[src/rtl/frame_ctr_bank.sv]
// ============================================================================
//  Module      : frame_ctr_bank
//  Description : Multi-channel frame counter bank. Each channel counts its
//                enable strobes, wrapping or saturating at 2^WIDTH-1, with a
//                per-channel clear and an atomic snapshot of all channels
//                into shadow registers for host readout.
//
//  Parameters  : WIDTH       counter width in bits (>= 2)
//                CHANNELS    number of independent counters (>= 1)
//                SATURATE    0 = wrap to 0 after max, 1 = hold at max
//                CLR_ON_SNAP 1 = a snapshot also clears the live counters
//                SEL_W       derived select width, max(1, clog2(CHANNELS));
//                            leave at its default
//
//  Ports       : clk        sole clock, rising edge
//                rst        synchronous active-high reset
//                en         per-channel count strobe (+1 per cycle high)
//                clr        per-channel synchronous clear
//                snap       latch all live counters into the shadows
//                rd_sel     shadow channel select
//                rd_data    registered shadow value for rd_sel (0 if out of range)
//                snap_valid one-cycle pulse after shadows are updated
//                count_flat live counters, channel i at [i*WIDTH +: WIDTH]
//                ovf        one-cycle overflow pulse per channel
//                ovf_sticky sticky overflow flags
//
//  Build option: define FRAME_CTR_OVF_STICKY_EN to implement the sticky
//                overflow flags; otherwise ovf_sticky is tied to 0.
//
//  Revision    : 1.0  initial release
// ============================================================================
`default_nettype none

module frame_ctr_bank #(
    parameter int WIDTH       = 32,
    parameter int CHANNELS    = 4,
    parameter int SATURATE    = 0,
    parameter int CLR_ON_SNAP = 0,
    parameter int SEL_W       = (CHANNELS > 1) ? $clog2(CHANNELS) : 1
) (
    input  logic                      clk,
    input  logic                      rst,
    input  logic [CHANNELS-1:0]       en,
    input  logic [CHANNELS-1:0]       clr,
    input  logic                      snap,
    input  logic [SEL_W-1:0]          rd_sel,
    output logic [WIDTH-1:0]          rd_data,
    output logic                      snap_valid,
    output logic [CHANNELS*WIDTH-1:0] count_flat,
    output logic [CHANNELS-1:0]       ovf,
    output logic [CHANNELS-1:0]       ovf_sticky
);

    localparam logic [WIDTH-1:0] c_max = '1;

    logic                w_snap_clr;
    logic [CHANNELS-1:0] w_ovf_evt;
    logic [WIDTH-1:0]    w_shadow [CHANNELS];
    logic [WIDTH-1:0]    w_rd_mux;

    logic [CHANNELS-1:0] r_ovf;
    logic                r_snap_valid;
    logic [WIDTH-1:0]    r_rd_data;

    // Snapshot-clear only exists when the bank is built to clear on snap.
    assign w_snap_clr = snap & (CLR_ON_SNAP != 0);

    generate
        for (genvar i = 0; i < CHANNELS; i++) begin : g_ch
            logic [WIDTH-1:0] r_count;
            logic [WIDTH-1:0] r_shadow;
            logic             w_at_max;

            assign w_at_max = (r_count == c_max);

            // An overflow is a strobe at max that is not swallowed by a
            // clear or a snapshot-clear in the same cycle. In saturate mode
            // every blocked increment counts as one.
            assign w_ovf_evt[i] = en[i] & w_at_max & ~clr[i] & ~w_snap_clr;

            always_ff @(posedge clk) begin
                if (rst) begin
                    r_count  <= '0;
                    r_shadow <= '0;
                end else begin
                    // Shadow takes the pre-edge value, before any
                    // increment or clear lands.
                    if (snap) begin
                        r_shadow <= r_count;
                    end

                    if (clr[i]) begin
                        r_count <= '0;
                    end else if (w_snap_clr) begin
                        // Keep the strobe that arrives in the snap cycle.
                        r_count <= en[i] ? WIDTH'(1) : '0;
                    end else if (en[i] && !((SATURATE != 0) && w_at_max)) begin
                        r_count <= r_count + WIDTH'(1);
                    end
                end
            end

            assign count_flat[i*WIDTH +: WIDTH] = r_count;
            assign w_shadow[i]                  = r_shadow;
        end
    endgenerate

    // Out-of-range selects fall through to zero.
    always_comb begin
        w_rd_mux = '0;
        for (int k = 0; k < CHANNELS; k++) begin
            if (rd_sel == SEL_W'(k)) begin
                w_rd_mux = w_shadow[k];
            end
        end
    end

    always_ff @(posedge clk) begin
        if (rst) begin
            r_ovf        <= '0;
            r_snap_valid <= 1'b0;
            r_rd_data    <= '0;
        end else begin
            r_ovf        <= w_ovf_evt;
            r_snap_valid <= snap;
            r_rd_data    <= w_rd_mux;
        end
    end

    assign ovf        = r_ovf;
    assign snap_valid = r_snap_valid;
    assign rd_data    = r_rd_data;

`ifdef FRAME_CTR_OVF_STICKY_EN
    logic [CHANNELS-1:0] r_ovf_sticky;

    // Clear beats a same-cycle set; snapshots leave the flags alone.
    always_ff @(posedge clk) begin
        if (rst) begin
            r_ovf_sticky <= '0;
        end else begin
            r_ovf_sticky <= (r_ovf_sticky | w_ovf_evt) & ~clr;
        end
    end

    assign ovf_sticky = r_ovf_sticky;
`else
    assign ovf_sticky = '0;
`endif

endmodule

`default_nettype wire

[config.mk]
export PLATFORM = sky130hd
export DESIGN_NAME = frame_ctr_bank
export DESIGN_NICKNAME = d
export VERILOG_FILES = /design/src/rtl/frame_ctr_bank.sv
export SDC_FILE = /design/constraint.sdc
export NUM_CORES = 1
export LEC_CHECK = 0
export CAP_MARGIN = 20
export CELL_PAD_IN_SITES_DETAIL_PLACEMENT = 1
export CELL_PAD_IN_SITES_GLOBAL_PLACEMENT = 1
export CORE_MARGIN = 4
export CORE_UTILIZATION = 35
export CTS_CLUSTER_SIZE = 8
export DETAILED_ROUTE_END_ITERATION = 8
export HOLD_SLACK_MARGIN = 0.02
export PLACE_DENSITY_LB_ADDON = 0.1
export SYNTH_ARGS = -nofsm -noshare
export SYNTH_HDL_FRONTEND = slang
export SYNTH_SLANG_ARGS = --single-unit
export TNS_END_PERCENT = 5
[constraint.sdc]
create_clock -name clk -period 2.6 [get_ports clk]
set_input_delay 0.26 -clock clk [delete_from_list [all_inputs] [get_ports clk]]
set_output_delay 0.26 -clock clk [all_outputs]
set_load 0.01 [all_outputs]
==> summary.md <==
| Metric | Value |
|---|---|
| Pwr/cell area | 607 mW/mm2 |
| Postcts setup bufs | 0 |
| FF+latch count, synth | 293 |
| Crit path DAT | 2.76 ns |
| Predominant post-synthesis flop cell | dfxtp_1 |
| Worst Path Max Fanout | 17 |
| Synth area leaders | dfxtp_1, mux2i_1, mux4_2 |
| Status | finished, final reports clean |
| # IOs | 182 |
| First-pass GRT wire length | 63300 um |
| CTS max path bufs | 3 |
| Total track usage | 20.8% |
| Yosys top cell by area | dfxtp_1 |
| Die ar. | 0.0382 mm2 |
| Final WS setup | 0.277 ns |
| Largest net degree at the start of global routing | 81 |
| Post-Route WL | 40400 um |
| Post-synthesis cell area | 0.0123 mm2 |
| Skew final | 0.0127 ns |
| Post-route DRC violation count | 0 |
| Vias per Instance | 5.35 |
| Hold_buf cts | 0 |
| DR iter-0 viols | 543 |
| Data required, critical path | 3.04 ns |
| Hold Crit Class | in -> reg |
| Clk root buf | clkbuf_16 |
| Fin nets | 1488 |
| Slew @ Worst Pin | 0.682 ns |
| CP Class | reg -> reg |
| Worst path bufs/invs | 0 |
| Clock buffer count from CTS | 42 |
| Total Power | 0.00972 W |
| CP endpoint kind | flip-flop |
| Critical path launch point type | flip-flop |
| Worst hold slack | 0.188 ns |
| Layout cell share with drive strength beyond 1 | 11.1% |
| Initial antenna violation count | 0 |
| 1st-pass router iterations | 5 |
| Syn Inst Count | 1266 |
| Gr ovfl total | 0 |
| DP Worst Slack | 0.125 ns |
| Leakage Power | 5.74 nW |
| # fillers | 3839 |
| Non-Filler Instances | 1928 |
| Final hold vios | 0 |
| Slew Limit Fails | 0 |
| Cell Rows | 68 |
| # placed instances | 1882 |
| H-tree levels | 2 |
| Ys Warns | 0 |
| Distinct cells, synth | 38 |
| Syn Area/Cell | 9.72 um2 |
| CP peak stage delay | 0.84 ns |
| Dpl hpwl | 29600 um |
| Asr flop ratio synth | 0% |
| CP max stage cell | or4_1 |
| Die height | 196 um |
| Final setup vio count | 0 |
| Post-CTS Resized | 0 |
| Final GP Congestion | 0.817 |
| Number of I/O port buffers | 177 |
| Clock Latency Late Sink | 0.52 ns |
| Final ANT Viol Nets | 0 |
| DR WL/cell | 21.0 um |
| Clk slew on worst S/H paths | 0.05 ns |
| Total of max-cap violations | 0 |
| Starting Density | 35.5% |
| Register area share after synthesis | 47.7% |
| Most used cell, CP | or4_1 |
| Slew margin rel. | 54.6% |
| CTS sink cnt | 293 |
| Synth top cells by count | dfxtp_1, nor2_1, mux2i_1 |
| Die width | 196 um |
| Max VDD drop | 378 uV |
| Critical path's top delay family | simple AND/OR/NAND/NOR gates |
| Antenna Cells | 0 |
| CP Cell Sequence | nand4_2 > or4_1 > or4_1 > a21oi_1 |
| Setup TNS | 0 ns |
| Tmin final | 2.32 ns |
| Layout area overhead | 30.2% |
| Vias in the first global route | 10495 |
| Fin crit share | 89.4% |
| Post-synth EDFFs | 0 |
| Top cell type's share of synthesized area | 47.7% |
| CTS tree | done |
| Most common cell in the netlist | dfxtp_1 |
| Total number of vias | 10309 |
| RSZ-0062 raised after global routing | no |
| Core ar. | 0.0346 mm2 |
| Fmax | 0.430 GHz |
==> kinds of logic (layout without fill, tap and decap cells) <==
group,Yosys count,count (layout),share of synthesized area (%)
xor+xnor,46,46,3.27
other cells,1,4,0.0305
simple gates,500,500,20.9
flops,293,293,47.7
buf+inv,107,311,3.48
compound gates,147,147,7.31
fa+ha+maj,4,4,0.407
mux,168,168,16.9
==> flip-flops by register name, indices dropped and copies added, names as in the netlist <==
register,count
snap_valid,1
ovf,4
rd_data,32
g_ch.r_count,128
g_ch.r_shadow,128
==> routing by layer <==
metal	GRT usage, %	part of all wire [%]
met4	6.13	2.8
met1	28.7	47
met5	0	0
met2	34.0	47
met3	2.95	3.7
==> where the power goes <==
group	internal, W	switching [W]
Combinational	0.000130	0.000206
Clock	0.00300	0.00187
Sequential	0.00451	0.00000466
==> per-stage QoR <==
| step | area [um2] | util [%] |
|---|---|---|
| final | 16000 | 46.3 |
| after global routing | 16000 | 46.3 |
| after CTS | 16000 | 46.3 |
| after detailed placement | 14900 | 43.0 |
| after global placement | 14900 | 43.0 |
| after floorplan | 12300 | - |
==> final timing paths <==
| check | startpoint | to | slack [ns] | cells after the start |
|---|---|---|---|---|
| min | rst | g_ch[1].r_shadow[4] | 0.19 | 2 |
| max reg2reg | g_ch[1].r_count[7] | g_ch[1].r_count[26] | 0.28 | 4 |
| max | g_ch[1].r_count[7] | g_ch[1].r_count[26] | 0.28 | 4 |
| min reg2reg | g_ch[3].r_shadow[4] | g_ch[3].r_shadow[4] | 0.49 | 2 |
==> layout make-up <==
cell class	count	area (um2)	area share [%]
clock buffer	45	1130	7.03
clock inverter	1	5.00	0.0312
inverter	14	52.6	0.328
multi-input combinational	869	6020	37.6
sequential	293	5870	36.6
tap	455	569	3.55
timing repair buffer	251	2380	14.8
==> cell usage in the layout (no fill, tap or decap), types with 6 or more instances in the layout <==
master / count
a21oi_1: 64
and3_1: 10
and4_1: 13
buf_4: 70
clkbuf_16: 45
clkdlybuf4s50_1: 173
dfxtp_1: 293
inv_1: 14
mux2i_1: 135
mux4_2: 32
nand2_1: 55
nand3_1: 40
nand4_1: 41
nor2_1: 189
nor2b_1: 33
nor3_1: 14
nor4_1: 14
o21ai_0: 25
o311ai_0: 7
o31ai_1: 39
o41ai_1: 6
or3_1: 31
or4_1: 50
xnor2_1: 27
xor2_1: 19
Note: power is estimated with default switching activity, not from simulation.
==> RTL edit (config.mk and constraints unchanged) <==
`r_rd_data` no longer has a reset.
--- a/src/rtl/frame_ctr_bank.sv
+++ b/src/rtl/frame_ctr_bank.sv
@@ -119,12 +119,14 @@
         if (rst) begin
             r_ovf        <= '0;
             r_snap_valid <= 1'b0;
-            r_rd_data    <= '0;
         end else begin
             r_ovf        <= w_ovf_evt;
             r_snap_valid <= snap;
-            r_rd_data    <= w_rd_mux;
         end
+    end
+
+    always_ff @(posedge clk) begin
+        r_rd_data <= w_rd_mux;
     end
 
     assign ovf        = r_ovf;
Behaviour: differs if rst is asserted again (counterexample within 4 cycles, from zero or initial values and one cycle with rst high); with rst held inactive, the same outputs for 4 cycles.
==> RTL edit against the original RTL <==
Area after synthesis down 4.4%; sequential power about the same; routed wire length shrank 10%; total power is 1.6% lower; setup slack better by 0.12 ns; final area down 4.7%; sequential cell count unchanged; worst hold slack worse by 0.076 ns; critical path type unchanged.
==> RTL edit: results (changes against the original RTL) <==
[synth]
yosysSeqAreaShare_pct=49.8  ; was 47.7%
synthAdderAreaFrac_pct=0.425  ; was 0.407%
yosys.cell_types.count=39  ; was 38
ys_top_cells_by_count=dfxtp_1 (293), nor2_1 (253), mux2i_1 (132), xnor2_1 (61), xor2_1 (44)  ; was dfxtp_1 (293), nor2_1 (189), mux2i_1 (135), a21oi_1 (64), clkbuf_1 (63)
synth_compound_area_share_pct=1.57  ; was 7.31%
synth-xor-area-share_pct=7.81  ; was 3.27%
synth_area_leaders=dfxtp_1 (50%), mux2i_1 (11%), nor2_1 (8.1%)  ; was dfxtp_1 (48%), mux2i_1 (11%), mux4_2 (5.9%)
syn_avg_cell_area_um2=10.0  ; was 9.72 um^2
synthMuxAreaShare_pct=17.3  ; was 16.9%

[clock_network]
cts-root-buf=clkbuf_16  ; unchanged

[run_status]
status=finished clean  ; unchanged

[global_route]
grt_use_total_pct=19.8  ; was 20.8%
antenna_found_initial=1  ; was 0
grt_pass1_wl_um=56800  ; was 63300 um
grt_max_degree=52  ; was 81

[route]
first_iter_violations=353  ; was 543
via_per_inst=5.00  ; was 5.35
drt_pass1_iterations=4  ; was 5

[setup_path]
reg2reg_depth=6  ; was 4
cp.arrival_ns=2.57  ; was 2.76 ns
r2r_slack_ns=0.40  ; was 0.28 ns
cp_slowest_cell=or3_1  ; was or4_1
critPathMaxStageDelay_ns=0.62  ; was 0.84 ns
r2r_start=g_ch[0].r_count[0]  ; was g_ch[1].r_count[7]
r2r_end=g_ch[0].r_count[28]  ; was g_ch[1].r_count[26]
crit_type=register to register  ; unchanged
cp-startpoint=g_ch[0].r_count[0]  ; was g_ch[1].r_count[7]

[pwr]
swShare_pct=21.2  ; was 21.4%
p_seq_w=0.00452  ; was 0.00451 W
peakVddDrop_mv=0.338  ; was 0.378 mV
p_leak_nw=5.51  ; was 5.74 nW
pg_comb_w=0.000286  ; was 0.000337 W

[finish]
multi_input_area_um2=5530  ; was 6020 um^2
layout.non_clock_buffers=218  ; was 251
sh_seq_area_pct=38.4  ; was 36.6%
num-multi-input-gates=796  ; was 869
nets=1390  ; was 1488
buf_share_pct=13.9  ; was 14.8%
num-fill-cells=3704  ; was 3839
clk_share_pct=7.22  ; was 7.06%
instances_no_fill=1818  ; was 1928
drive_above_1_share_pct=10.3  ; was 11.1%
clkbuf_count=45  ; unchanged
diodes=1  ; was 0
inv_count=22  ; was 14
syn2layout_area_growth_pct=29.7  ; was 30.2%

[place]
gp_congestion=0.810  ; was 0.817
dpl.hpwl_um=26700  ; was 29600 um

[timing]
finClkSkew_ns=0.00895  ; was 0.0127 ns

RTL edit: cell count changes in the layout (fill, tap and decap cells not counted), sizes merged, moves of 8 or more:
cell   change
nor2      +64
or4       -47
a21oi     -46
o31ai     -39
buf       -34
xnor2     +34
nor2b     -32
xor2      +25
nand2     -12
nor3      +11
nor4      +11
inv        +9
or3        -8
RTL edit: how the worst min path moves through the flow:
stage	from	to	slack [ns]	cells past startpoint
after floorplan	en[1]	g_ch[1].r_count[0]	0.41	2
after global placement	g_ch[2].r_shadow[1]	g_ch[2].r_shadow[1]	0.47	2
after detailed placement	g_ch[2].r_shadow[19]	g_ch[2].r_shadow[19]	0.48	2
after CTS	rst	g_ch[2].r_shadow[11]	0.09	2
after global routing	rst	g_ch[2].r_shadow[11]	0.11	2
final	rst	g_ch[2].r_shadow[11]	0.11	2
RTL edit: cells by family (layout without fill, tap and decap cells):
kind of cell,after synthesis,in the layout
XOR/XNOR,105,105
multiplexers,164,164
flip-flops,293,293
adder cells (fa/ha/maj),4,4
AND/OR/NAND/NOR,482,482
buffers and inverters,91,286
AO/OA/AOI/OAI,37,37
other,1,5
RTL edit: layer usage:
metal  wire length (um)  global-route usage (%)
met2              16300                    31.7
met1              17700                    28.2
met4                773                    4.72
met5                  0                       0
met3               1510                    3.25
RTL edit: per-stage QoR:
stage                     worst slack, ns  hold slack [ns]  power [W]  util, %  cell area [um^2]
after floorplan                     0.665            0.408    0.00481        -             11800
after global placement              0.298            0.467    0.00490     43.1             14200
after detailed placement            0.210            0.481    0.00490     43.1             14200
after CTS                           0.378           0.0947    0.00972     46.4             15300
after global routing                0.208            0.112    0.00990     46.4             15300
final                               0.402            0.111    0.00957     46.4             15300
